## config.mk

```make
export PLATFORM = sky130hd
export DESIGN_NAME = i2s_audio_tx
export DESIGN_NICKNAME = d
export VERILOG_FILES = /design/src/rtl/i2s_audio_tx.sv
export SDC_FILE = /design/constraint.sdc
export NUM_CORES = 1
export LEC_CHECK = 0
export CAP_MARGIN = 20
export CORE_MARGIN = 10
export CORE_UTILIZATION = 50
export CTS_CLUSTER_DIAMETER = 200
export DETAILED_ROUTE_END_ITERATION = 8
export DONT_BUFFER_PORTS = 1
export GPL_ROUTABILITY_DRIVEN = 1
export GPL_TIMING_DRIVEN = 0
export HOLD_SLACK_MARGIN = 0.05
export PLACE_DENSITY = 0.65
export REMOVE_ABC_BUFFERS = 1
export SLEW_MARGIN = 40
export SYNTH_ARGS = -nofsm -noshare
export SYNTH_HDL_FRONTEND = slang
export SYNTH_SLANG_ARGS = --single-unit
```

## constraint.sdc

```tcl
create_clock -name clk -period 2.5 [get_ports clk]
set_input_delay 0.5 -clock clk [delete_from_list [all_inputs] [get_ports clk]]
set_output_delay 0.5 -clock clk [all_outputs]
set_load 0.005 [all_outputs]
```

## src/rtl/i2s_audio_tx.sv

```systemverilog
// rtl/i2s_audio_tx.sv - I2S stereo serializer with clk-derived MCLK/SCK/LRCK
//
// Purpose:
//   Captures a left/right sample pair once per 1024-clk frame and shifts it out
//   MSB-first in standard I2S format (one SCK delay after each LRCK edge).
//   All interface clocks are bits of one free-running 10-bit divider.
//
// Ports:
//   clk          in   system clock (100 MHz)
//   rst          in   asynchronous reset, active high
//   audio_left   in   SAMPLE_W left sample, two's complement
//   audio_right  in   SAMPLE_W right sample, two's complement
//   mute         in   forces both captured samples to 0 at capture time
//   audio_mclk   out  clk/4
//   audio_lrck   out  clk/1024, 0 = left half, 1 = right half
//   audio_sck    out  clk/16, 64 per frame
//   audio_sdin   out  serial data, changes on SCK falling edge
//   sample_tick  out  one-clk pulse while cnt == 0 (request next pair)
module i2s_audio_tx #(
    parameter int SAMPLE_W = 16
) (
    input  logic                clk,
    input  logic                rst,
    input  logic [SAMPLE_W-1:0] audio_left,
    input  logic [SAMPLE_W-1:0] audio_right,
    input  logic                mute,
    output logic                audio_mclk,
    output logic                audio_lrck,
    output logic                audio_sck,
    output logic                audio_sdin,
    output logic                sample_tick
);

    logic [9:0]          cnt_q, cnt_d;
    logic [SAMPLE_W-1:0] hold_l_q, hold_l_d;
    logic [SAMPLE_W-1:0] hold_r_q, hold_r_d;
    logic [SAMPLE_W-1:0] shift_q, shift_d;
    logic                sdin_q, sdin_d;
    logic                tick_q, tick_d;

    logic                wrap;
    logic                bit_edge;
    logic [4:0]          next_slot;
    logic [SAMPLE_W-1:0] next_word;

    always_comb begin
        cnt_d     = cnt_q + 10'd1;
        wrap      = (cnt_q == 10'd1023);
        // Last clk of an SCK period: the next edge is the SCK falling edge.
        bit_edge  = (cnt_q[3:0] == 4'hF);
        next_slot = cnt_d[8:4];
        next_word = cnt_d[9] ? hold_r_q : hold_l_q;

        hold_l_d = hold_l_q;
        hold_r_d = hold_r_q;
        if (wrap) begin
            hold_l_d = mute ? '0 : audio_left;
            hold_r_d = mute ? '0 : audio_right;
        end

        tick_d = wrap;

        shift_d = shift_q;
        sdin_d  = sdin_q;
        if (bit_edge) begin
            if (next_slot == 5'd0) begin
                // I2S one-bit delay slot; the holding register may be
                // reloading on this very edge, so it is not consulted here.
                sdin_d  = 1'b0;
                shift_d = '0;
            end else if (next_slot == 5'd1) begin
                sdin_d  = next_word[SAMPLE_W-1];
                shift_d = next_word << 1;
            end else begin
                // Zero fill means slots past the sample width carry 0.
                sdin_d  = shift_q[SAMPLE_W-1];
                shift_d = shift_q << 1;
            end
        end
    end

    always_ff @(posedge clk or posedge rst) begin
        if (rst) begin
            cnt_q    <= '0;
            hold_l_q <= '0;
            hold_r_q <= '0;
            shift_q  <= '0;
            sdin_q   <= 1'b0;
            tick_q   <= 1'b0;
        end else begin
            cnt_q    <= cnt_d;
            hold_l_q <= hold_l_d;
            hold_r_q <= hold_r_d;
            shift_q  <= shift_d;
            sdin_q   <= sdin_d;
            tick_q   <= tick_d;
        end
    end

    // Interface clocks come straight from register bits, so they are glitch-free.
    assign audio_mclk  = cnt_q[1];
    assign audio_sck   = cnt_q[3];
    assign audio_lrck  = cnt_q[9];
    assign audio_sdin  = sdin_q;
    assign sample_tick = tick_q;

endmodule
```

-- Yosys cells after proc, flatten, opt, wreduce, memory -nomap -nowiden
Index checks and enable logic that the tools add are counted.
- register bits: 60
- latch bits: 0
- bits in writable memories: 0
- memory bits (read-only): 0
- input port bits: 35
- word-level logic and storage cells: 18
- memories: 0
- $add $sub $neg: 1
- $mul: 0
- divide/modulo/power cells: 0
- $lt $le $gt $ge: 0
- equal/unequal tests: 3
- shifts and indexed selects: 0
- muxes and demuxes: 7
- bitwise gates (word level): 0
- reduce and logical (&&, ||, !) cells: 1
- operator list (kind ; count):
    16-bit 2-to-1 mux ; 5
    10-bit by 1-bit adder with 10-bit output (second input constant) ; 1
    10-bit == test (second input constant) ; 1
    5-bit by 1-bit == test with 1-bit output (second input constant) ; 1
    5-bit zero test ; 1
    4-bit == test (second input constant) ; 1
    1-bit 2-to-1 mux ; 2

-- Longest topological paths before layout
Gate-level depths: netlist of run 1.
- depth in word-level cells: 4
- depth in mapped cells: 8
- gate-level depth less buffers: 6

-- Worst setup path before layout of run 1
No wires, ideal clock.
- kind: reg-to-reg
- start: register cnt_q[3]
- end: register sdin_q, in the netlist audio_sdin
- setup time: 0.135 ns
- arrival: 1.834 ns
- required time: 2.365 ns
- setup slack: 0.531 ns
- stages on the path, launching flop included: 8
- clock period less this slack: 1.969 ns
- cell sequence: dfrtp_1 -> nand2_1 -> or4_4 -> and2_1 -> buf_6 -> buf_12 -> a211oi_2 -> o31ai_1
- longest elaborated chain between the ends: 4
- ends and longest elaborated chain (item ; line ; RTL):
    start: declaration ; 34 ; logic [9:0] cnt_q, cnt_d;
    start signal: assignment ; 91 ; cnt_q <= cnt_d;
    10-bit by 1-bit adder with 10-bit output ; 47 ; cnt_d = cnt_q + 10'd1;
    5-bit by 1-bit == test with 1-bit output or 16-bit 2-to-1 mux (tied branches) ; 71, 52 ;
    1-bit 2-to-1 mux ; 71 ; end else if (next_slot == 5'd1) begin
    1-bit 2-to-1 mux ; 66 ; if (next_slot == 5'd0) begin
    end signal: assignment ; 95 ; sdin_q <= sdin_d;
    end: declaration ; 38 ; logic sdin_q, sdin_d;
Parallel ways exist; a longest one is shown, timed or not.
A chain may end at the register's enable or synchronous reset.

-- Worst setup path in the final report of run 1
- start: register cnt_q[1]
- end: register shift_q[12]
- longest elaborated chain between the ends: 4
- ends and longest elaborated chain (item ; line ; RTL):
    10-bit by 1-bit adder with 10-bit output (*) ; 47 ;
    via cnt_d[4] ; 34 ;
    5-bit by 1-bit == test with 1-bit output ; 71 ;
    16-bit 2-to-1 mux ; 71 ;
    16-bit 2-to-1 mux (*) ; 66 ;
    end signal: assignment ; 94 ; shift_q <= shift_d;
    end: declaration ; 37 ; logic [SAMPLE_W-1:0] shift_q, shift_d;
Mark *: on every way through the listed nets, which the timed path passes. The rest lies on a longest branch.

==> flow_summary.ini, run 1 <==
[outcome]
status = complete, no violations

[clock_network]
clk_pin_slew_ns = 0.06
cts_buffers = 9
clkSinkCount = 59
clk_latency_ns = 0.33
cts_buffer_depth = 2
htreeDepth = 3
cts_tree = done
cts-root-buf = clkbuf_8

[setup_path]
reg2reg_slack_ns = 0.18
critPathLaunchType = flip-flop
path_class = flip-flop to flip-flop
crit_slowest_cell = dfrtp_1
cp_num_buf_inv = 1
worstRegToRegCells = 7
cp-startpoint = cnt_q[1]
cp.depth = 7
r2r-start = cnt_q[1]
cp_max_fo = 18
critPathMaxStageDelay_ns = 0.41
worstPathCellList = ha_1 -> nand3_2 -> xnor2_1 -> nand4_1 -> buf_4 -> a211oi_1 -> o31ai_1
critPathRequiredTime_ns = 2.69
reg2reg_to = shift_q[12]
crit_arrival_ns = 2.51
cp-endpoint = shift_q[12]
crit_family = simple AND/OR/NAND/NOR gates
critPathCaptureType = flip-flop

[placement]
placedCellCount = 345
io_buffers = 0
dp_hpwl_um = 3820
dpl_cell_area_mm2 = 0.00288
place_congestion = 0.813
dp_slack_ns = -0.209

[finish]
fin_area_mm2 = 0.00307
finalNonFillerCells = 363
drive_above_1_share_pct = 11.3
layout.nets = 322
nFillCells = 505
area_growth_pct = 9.59
num_antenna_cells = 0

[run]
max_cap_viol_count = 0

[detailed_routing]
ant_nets = 0
drt-total-wl_um = 5600
wl_met3_um = 214
viasPerCell = 5.40
wl_met1_um = 2670
met2_length_um = 2560
first_pass_iters = 4
route.detailed.drc = 0
drt_iter0_drc = 90
vias = 1962
dr.max_layer_used = met4
wl_per_cell_um = 15.4

[timing]
setup_ws_ns = 0.184
slew_headroom_pct = 56.4
finalCritPeriodShare_pct = 92.7
drv_slew = 0
hold_violations = 0
max_freq_mhz = 432
tightest_slew_ns = 0.654
setup_viol = 0
layout_min_cycle_time_ns = 2.32
rsz0062_at_grt = no
finClkSkew_ns = 0.00820
hold_slack_ns = 0.312

[pwr]
internal_power_mw = 1.38
powerDensity_mw_per_mm2 = 572
max-vdd-ir-drop_mv = 0.277
pwr-share-seq_pct = 54.4
swShare_pct = 21.2
power_frac_comb_pct = 2.4
leakagePower_nw = 1.36
pwr-share-clk_pct = 43.3
p_sw_mw = 0.372

[logic_synthesis]
synth.most_common_cell = dfrtp_1
async_flop_share_pct = 100
yosysSeqAreaShare_pct = 52.7
yosys_warnings = 0
ys_seq_elements = 59
synth_edf_count = 0
synth_area_leader_cell = dfrtp_1
yosys-top-cells-count = dfrtp_1 (59), nand2_1 (53), nand2b_1 (34)
netlist_instances = 288
synth_area_mm2 = 0.00280
avgSynthCellArea_um2 = 9.74
ys_top_cells_by_area = dfrtp_1 (53%), nand2b_1 (7.6%), nand2_1 (7.1%)
synth_top_area_share_pct = 52.7
synth_ff_type = dfrtp_1
synth_cell_types = 28

[grt]
gr-total-overflow = 0
grt_max_degree = 41
grt_pass1_wl_um = 9440
grt_pass1_vias = 1973
grtUsageTotal_pct = 13.3
antenna_found_initial = 0

[worst_hold_path]
hold_class = input port to flip-flop
holdPathStages = 2

[floorplanning]
fp.dieArea_mm2 = 0.00900
die_y_um = 94.9
ios = 40
rows = 27
dieWidth_um = 94.9
core-area_mm2 = 0.00547
initial_core_util_pct = 51.2
[timing repair]
action                     CTS  global route
pin swaps                    1             0
hold buffers                 1             0
hold endpoints to repair    25             0
setup buffers                1             0
gates resized for setup      1             2
setup endpoints to repair   16            16
[kinds of logic (layout without fill, tap and decap cells)]
| group | count (synthesis) | in the layout | share of synthesized area (%) |
|---|---|---|---|
| mux | 2 | 2 | 0.714 |
| flops | 59 | 59 | 52.7 |
| buf+inv | 21 | 24 | 3.79 |
| compound gates | 81 | 81 | 20.2 |
| xor+xnor | 6 | 6 | 1.87 |
| fa+ha+maj | 1 | 1 | 0.446 |
| simple gates | 118 | 118 | 20.3 |
[metrics by stage]
stage                     TNS [ns]  util, %  total power, mW
final                            0     56.2             1.76
after global routing             0     56.2             1.83
after CTS                        0     56.1             1.78
after detailed placement     -2.62     52.6             1.02
after global placement      -46.00     51.1             1.01
after floorplan                  0        -             1.00
[metal layers]
layer | vias to the layer above | global-route usage [%]
met5 | - | 0
met4 | 0 | 8.23
met3 | 12 | 3.25
met2 | 37 | 20.0
met1 | 933 | 16.8
li1 | 980 | -
[state kept, by name, indices dropped and copies added, names as in the netlist]
signal	count
hold_r_q	16
shift_q	15
cnt_q	10
sample_tick	1
hold_l_q	16
audio_sdin	1
[worst min-delay path by stage]
| stage | to | slack [ns] | start |
|---|---|---|---|
| 2_1_floorplan | cnt_q[0] | 0.44 | cnt_q[0] |
| 3_3_place_gp | hold_r_q[12] | 0.46 | hold_r_q[12] |
| 3_5_place_dp | hold_r_q[11] | 0.37 | rst |
| 4_1_cts | hold_r_q[14] | 0.30 | audio_right[14] |
| 5_1_grt | hold_l_q[9] | 0.31 | audio_left[9] |
| 6_report | hold_r_q[13] | 0.31 | audio_right[13] |
[cell type report]
class | count | area (µm²) | share of cell area, %
Clock inverter | 2 | 10.0 | 0.326
Inverter | 3 | 13.8 | 0.448
Clock buffer | 14 | 163 | 5.29
Sequential cell | 59 | 1480 | 48.0
Tap cell | 72 | 90.1 | 2.93
Multi-Input combinational cell | 208 | 1250 | 40.7
Timing Repair Buffer | 5 | 68.8 | 2.24
[power by group through the flow]
stage                     registers [mW]  clock network [mW]  logic (mW)
after global routing               0.954               0.830      0.0492
final                              0.955               0.760      0.0418
after detailed placement           0.972                   0      0.0427
after global placement             0.973                   0      0.0386
after floorplan                    0.972                   0      0.0310
after CTS                          0.955               0.784      0.0443
[placed cells by master (no fill, tap or decap), types with 3 or more instances in the layout]
master,synthesis,routed
a211oi_1,7,7
a211oi_2,8,8
a21boi_0,15,15
clkbuf_1,13,3
clkbuf_8,0,11
dfrtp_1,59,59
nand2_1,53,53
nand2b_1,34,34
nor2_1,18,18
o21ai_0,33,33
o31ai_1,17,16
xnor2_1,3,3
xor2_1,3,3
No activity file was read; power rests on OpenSTA's default activity.
==> inputs of run 2 (changes only) <==
--- a/config.mk
+++ b/config.mk
@@ -20,3 +20,4 @@
 export SYNTH_ARGS = -nofsm -noshare
 export SYNTH_HDL_FRONTEND = slang
 export SYNTH_SLANG_ARGS = --single-unit
+export TNS_END_PERCENT = 30
==> constraint.sdc (replaced) <==
create_clock -name clk -period 2.95 [get_ports clk]
set_input_delay 0.59 -clock clk [delete_from_list [all_inputs] [get_ports clk]]
set_output_delay 0.59 -clock clk [all_outputs]
set_load 0.005 [all_outputs]
==> run 2 against run 1 <==
Net effect: largest cell class unchanged; fmax is 11% lower; clock power is 15% lower; highest routed layer unchanged; first-iteration DRC count is 10% lower; clock-buffer cell count stayed put; setup slack better by 0.17 ns; global-route usage hardly changed; utilization is 0.37 points lower; total power is 15% lower; wire length is 0.16% lower; hold slack worse by 0.21 ns; sequential power is 15% lower.
==> flow_summary.ini, run 2 (same netlist as run 1, synthesis figures left out) <==
[timing]
setup_ws_ns = 0.358
drv_slew = 0
setup_viol = 0
finClkSkew_ns = 0.00844
rsz0062_at_grt = no
tightest_slew_ns = 0.646
finalSetupTns_ns = 0
max_freq_mhz = 386
hold_violations = 0
finalCritPeriodShare_pct = 87.9
slew_headroom_pct = 56.9
layout_min_cycle_time_ns = 2.59

[grt]
antenna_found_initial = 0
grt_pass1_wl_um = 9400
grt_pass1_vias = 1969
grt_max_degree = 41
gr-total-overflow = 0
grtUsageTotal_pct = 13.2

[placement]
place_congestion = 0.813
dp_slack_ns = 0.241
dpl_cell_area_mm2 = 0.00288
dp_hpwl_um = 3820
io_buffers = 0

[finish]
area_growth_pct = 8.88
layout_common_cells = dfrtp_1 (59), nand2_1 (53), nand2b_1 (34)
fin_area_mm2 = 0.00305
top_regs = hold_l_q: 16 flops, hold_r_q: 16 flops, shift_q: 15 flops
layout_commonest_cell = dfrtp_1
drive_above_1_share_pct = 10.7
layout.nets = 320
num_antenna_cells = 0

[floorplanning]
die_y_um = 94.9
dieWidth_um = 94.9
rows = 27
ios = 40
initial_core_util_pct = 51.2
core-area_mm2 = 0.00547
fp.dieArea_mm2 = 0.00900

[clock_network]
clkSinkCount = 59
htreeDepth = 3
cts_buffer_depth = 2
cts_tree = done
cts_hold_buf = 0
cts_buffers = 9
cts_setup_buffers = 0
postCtsResizedCells = 0
cts-root-buf = clkbuf_8
clk_pin_slew_ns = 0.07
clk_latency_ns = 0.33

[detailed_routing]
drt_iter0_drc = 81
route.detailed.drc = 0
dr.max_layer_used = met4
wl_met3_um = 224
drt-total-wl_um = 5590
first_pass_iters = 4
vias = 1949
met2_length_um = 2540
wl_met1_um = 2670
wl_per_cell_um = 15.5
ant_nets = 0
viasPerCell = 5.40

[setup_path]
worstRegToRegCells = 7
critPathRequiredTime_ns = 3.15
path_class = flip-flop to flip-flop
crit_arrival_ns = 2.79
critPathLaunchType = flip-flop
critPathCaptureType = flip-flop
cp_max_fo = 18

[pwr]
max-vdd-ir-drop_mv = 0.234
powerDensity_mw_per_mm2 = 488
leakagePower_nw = 1.35

[run]
max_cap_viol_count = 0

[worst_hold_path]
hold_class = input port to async pin

[outcome]
status = complete, no violations
run 2: cell types whose count changed in the layout (fill, tap and decap cells not counted), sizes merged:
cell and delta:
dlygate4sd3 -1, buf -1
run 2: worst max-delay path, stage by stage (launching register included):
cell and delay (ns):
dfrtp_1 0.41, ha_1 0.25, nand3_2 0.35, xnor2_1 0.38, nand4_1 0.43, buf_6 0.31, a211oi_2 0.23, o31ai_1 0.10
run 2: cell type report:
class,count,area (µm²)
Fill cell,505,2420
Sequential cell,59,1480
Multi-Input combinational cell,208,1250
Clock buffer,14,163
Tap cell,72,90.1
Timing Repair Buffer,3,51.3
Inverter,3,13.8
Clock inverter,2,10.0
run 2: metrics by stage:
step	hold WS, ns	util [%]	total power [mW]	std cells
4_1_cts	0.102	55.8	1.51	361
3_3_place_gp	0.460	51.1	0.857	342
2_1_floorplan	0.440	-	0.850	270
5_1_grt	0.111	55.8	1.55	361
3_5_place_dp	0.459	52.6	0.860	345
6_report	0.101	55.8	1.49	361
run 2: path summary, 6_finish.rpt:
kind | start | end | slack, ns
max | cnt_q[1] | shift_q[7] | 0.36
min | rst | hold_r_q[11] | 0.10
max reg2reg | cnt_q[1] | shift_q[7] | 0.36
min reg2reg | hold_r_q[1] | hold_r_q[1] | 0.48
max in group asynchronous | rst | hold_r_q[2] | 2.37
min in group clk | audio_right[13] | hold_r_q[13] | 0.40
run 2: routing by layer:
layer | vias up | GRT usage, %
met4 | 0 | 8.23
met1 | 925 | 16.7
met3 | 12 | 3.25
met2 | 37 | 19.9
li1 | 975 | -
met5 | - | 0
run 2: power breakdown:
part	internal, mW	total [mW]	switching [mW]
logic	0.0143	0.0340	0.0196
registers	0.809	0.809	0
clock network	0.349	0.646	0.297
==> inputs of run 3 (changes only) <==
--- a/config.mk
+++ b/config.mk
@@ -5,6 +5,7 @@
 export SDC_FILE = /design/constraint.sdc
 export NUM_CORES = 1
 export LEC_CHECK = 0
+export ABC_AREA = 1
 export CAP_MARGIN = 20
 export CORE_MARGIN = 10
 export CORE_UTILIZATION = 50
==> run 3 against run 2 <==
Net effect: fmax grew 9.4%; clock skew shrank 0.0043 ns; wire length is 12% higher; cell count rose by 27%; setup slack better by 0.22 ns.
==> flow_summary.ini, run 3 <==
[outcome]
status = complete, no violations

[setup_path]
critPathCaptureType = flip-flop
cp_common_cell = nand3_2
r2r-start = cnt_q[1]
cp_max_fo = 18
critPathMaxStageDelay_ns = 0.45
crit_slowest_cell = nor2_2
reg2reg_slack_ns = 0.58
path_class = flip-flop to flip-flop
crit_arrival_ns = 2.64
critPathLaunchType = flip-flop
worstPathCellList = ha_1 -> nand3_2 -> inv_2 -> nand3b_1 -> nand3_2 -> nor2_1 -> nor2_2 -> nand3_1 -> nand2_1
reg2reg_to = audio_sdin
critPathRequiredTime_ns = 3.22
worstRegToRegCells = 9

[detailed_routing]
vias = 2294
drt-total-wl_um = 6240
route.detailed.drc = 0
drt_iter0_drc = 114
viasPerCell = 5.00
first_pass_iters = 4
ant_nets = 0
wl_per_cell_um = 13.6

[finish]
num_antenna_cells = 0
drive_above_1_share_pct = 9.30
top_regs = hold_l_q: 16 flops, hold_r_q: 16 flops, shift_q: 15 flops
layout.nets = 418
fin_util_pct = 56.9
layout_commonest_cell = nand2_1
fin_area_mm2 = 0.00319
area_growth_pct = 8.42
layout_common_cells = nand2_1 (119), nand3_1 (69), dfrtp_1 (59)

[timing]
finalCritPeriodShare_pct = 80.3
max_freq_mhz = 422
hold_violations = 0
finalSetupTns_ns = 0
layout_min_cycle_time_ns = 2.37
slew_headroom_pct = 60.6
finClkSkew_ns = 0.00414
drv_slew = 0
setup_viol = 0
setup_ws_ns = 0.581
rsz0062_at_grt = no
tightest_slew_ns = 0.591

[floorplanning]
dieWidth_um = 96.7
ios = 40
rows = 27
core-area_mm2 = 0.00561
die_y_um = 96.7
initial_core_util_pct = 52.5
fp.dieArea_mm2 = 0.00935

[logic_synthesis]
synth_ff_type = dfrtp_1
yosysSeqAreaShare_pct = 50.2
synth_area_leader_cell = dfrtp_1
yosys_warnings = 0
synth_top_area_share_pct = 50.2
synth_edf_count = 0
async_flop_share_pct = 100
avgSynthCellArea_um2 = 7.68
ys_top_cells_by_area = dfrtp_1 (50%), nand2_1 (15%), nand3_1 (12%)
yosys-top-cells-count = nand2_1 (119), nand3_1 (69), dfrtp_1 (59)
synth_area_mm2 = 0.00294
ys_seq_elements = 59
synth_cell_types = 23
netlist_instances = 383
synth.most_common_cell = nand2_1

[clock_network]
clk_pin_slew_ns = 0.07
cts-root-buf = clkbuf_8
cts_tree = done
clkSinkCount = 59
cts_buffers = 9
postCtsResizedCells = 0
htreeDepth = 3
cts_buffer_depth = 2
clk_latency_ns = 0.33
cts_hold_buf = 0
cts_setup_buffers = 0

[grt]
grt_pass1_vias = 2284
grt_max_degree = 43
antenna_found_initial = 0
grtUsageTotal_pct = 14.0
grt_pass1_wl_um = 11000
gr-total-overflow = 0

[placement]
dpl_cell_area_mm2 = 0.00301
dp_slack_ns = 0.530
place_congestion = 0.761
io_buffers = 0
dp_hpwl_um = 4220

[pwr]
max-vdd-ir-drop_mv = 0.357
p_sw_mw = 0.347
power_frac_comb_pct = 1.7
pwr-share-seq_pct = 53.8
power_mw = 1.50
pwr-share-clk_pct = 44.5
swShare_pct = 23.1
leakagePower_nw = 1.67
powerDensity_mw_per_mm2 = 471
internal_power_mw = 1.16

[worst_hold_path]
hold_class = input port to async pin

[run]
max_cap_viol_count = 0
-- run 3: changes by cell type after synthesis, moves of 11 or more --
| cell | change |
|---|---|
| o31ai_1 | -17 |
| nand2b_1 | -34 |
| inv_1 | +53 |
| nand2_1 | +66 |
| nand3_1 | +67 |
| o21ai_0 | -12 |
| o21ai_1 | +13 |
| nor2_1 | -11 |
| a21boi_0 | -15 |
-- run 3: power groups by stage --
| stage | Sequential, mW | Combinational [mW] | Clock, mW |
|---|---|---|---|
| after floorplan | 0.824 | 0.0165 | 0 |
| after global placement | 0.824 | 0.0233 | 0 |
| after detailed placement | 0.824 | 0.0273 | 0 |
| after CTS | 0.809 | 0.0270 | 0.684 |
| after global routing | 0.808 | 0.0300 | 0.722 |
| final | 0.809 | 0.0254 | 0.669 |
-- run 3: kinds of logic after synthesis --
group	share of synthesized area, %
buffers and inverters	10.2
and+or+nand+nor	32.3
xor gates and xnor gates	0.596
adders and majority gates	0.425
AOI/OAI and AO/OA	6.29
DFF	50.2
-- run 3: layer usage --
layer	vias to the layer above	share of wire [%]	track usage, %
met2	38	45	21.4
met1	1047	49	18.5
met5	-	0	0
li1	1197	-	-
met4	0	2.2	6.76
met3	12	2.9	2.77
-- run 3: worst max-delay path by stage --
stage	startpoint	to	slack (ns)
after floorplan	cnt_q[1]	hold_l_q[0]	0.54
after global placement	cnt_q[1]	hold_r_q[13]	-0.06
after detailed placement	cnt_q[1]	audio_sdin	0.53
after CTS	cnt_q[1]	audio_sdin	0.51
after global routing	cnt_q[1]	audio_sdin	0.29
final	cnt_q[1]	audio_sdin	0.58
-- run 3: area by class of cell --
type / instances / area [µm²]
sequential: 59 / 1480
clock inverter: 5 / 27.5
tap: 72 / 90.1
inverter: 59 / 224
clock buffer: 11 / 151
multi-input combinational: 249 / 1170
fill: 560 / 2420
timing repair buffer: 4 / 53.8
-- run 3: worst max-delay path, delay by kind of cell, from the launching register on --
kind	cells	cell delay (ns)
AND/OR/NAND/NOR	7	1.42
flip-flops	1	0.41
adder cells (fa/ha/maj)	1	0.24
buffers and inverters	1	0.22
-- run 3: stage by stage --
stage | cells | hold WS (ns)
3_5_place_dp | 443 | 0.413
5_1_grt | 459 | 0.0553
2_1_floorplan | 367 | 0.436
3_3_place_gp | 439 | 0.449
4_1_cts | 459 | 0.0532
6_report | 459 | 0.0527
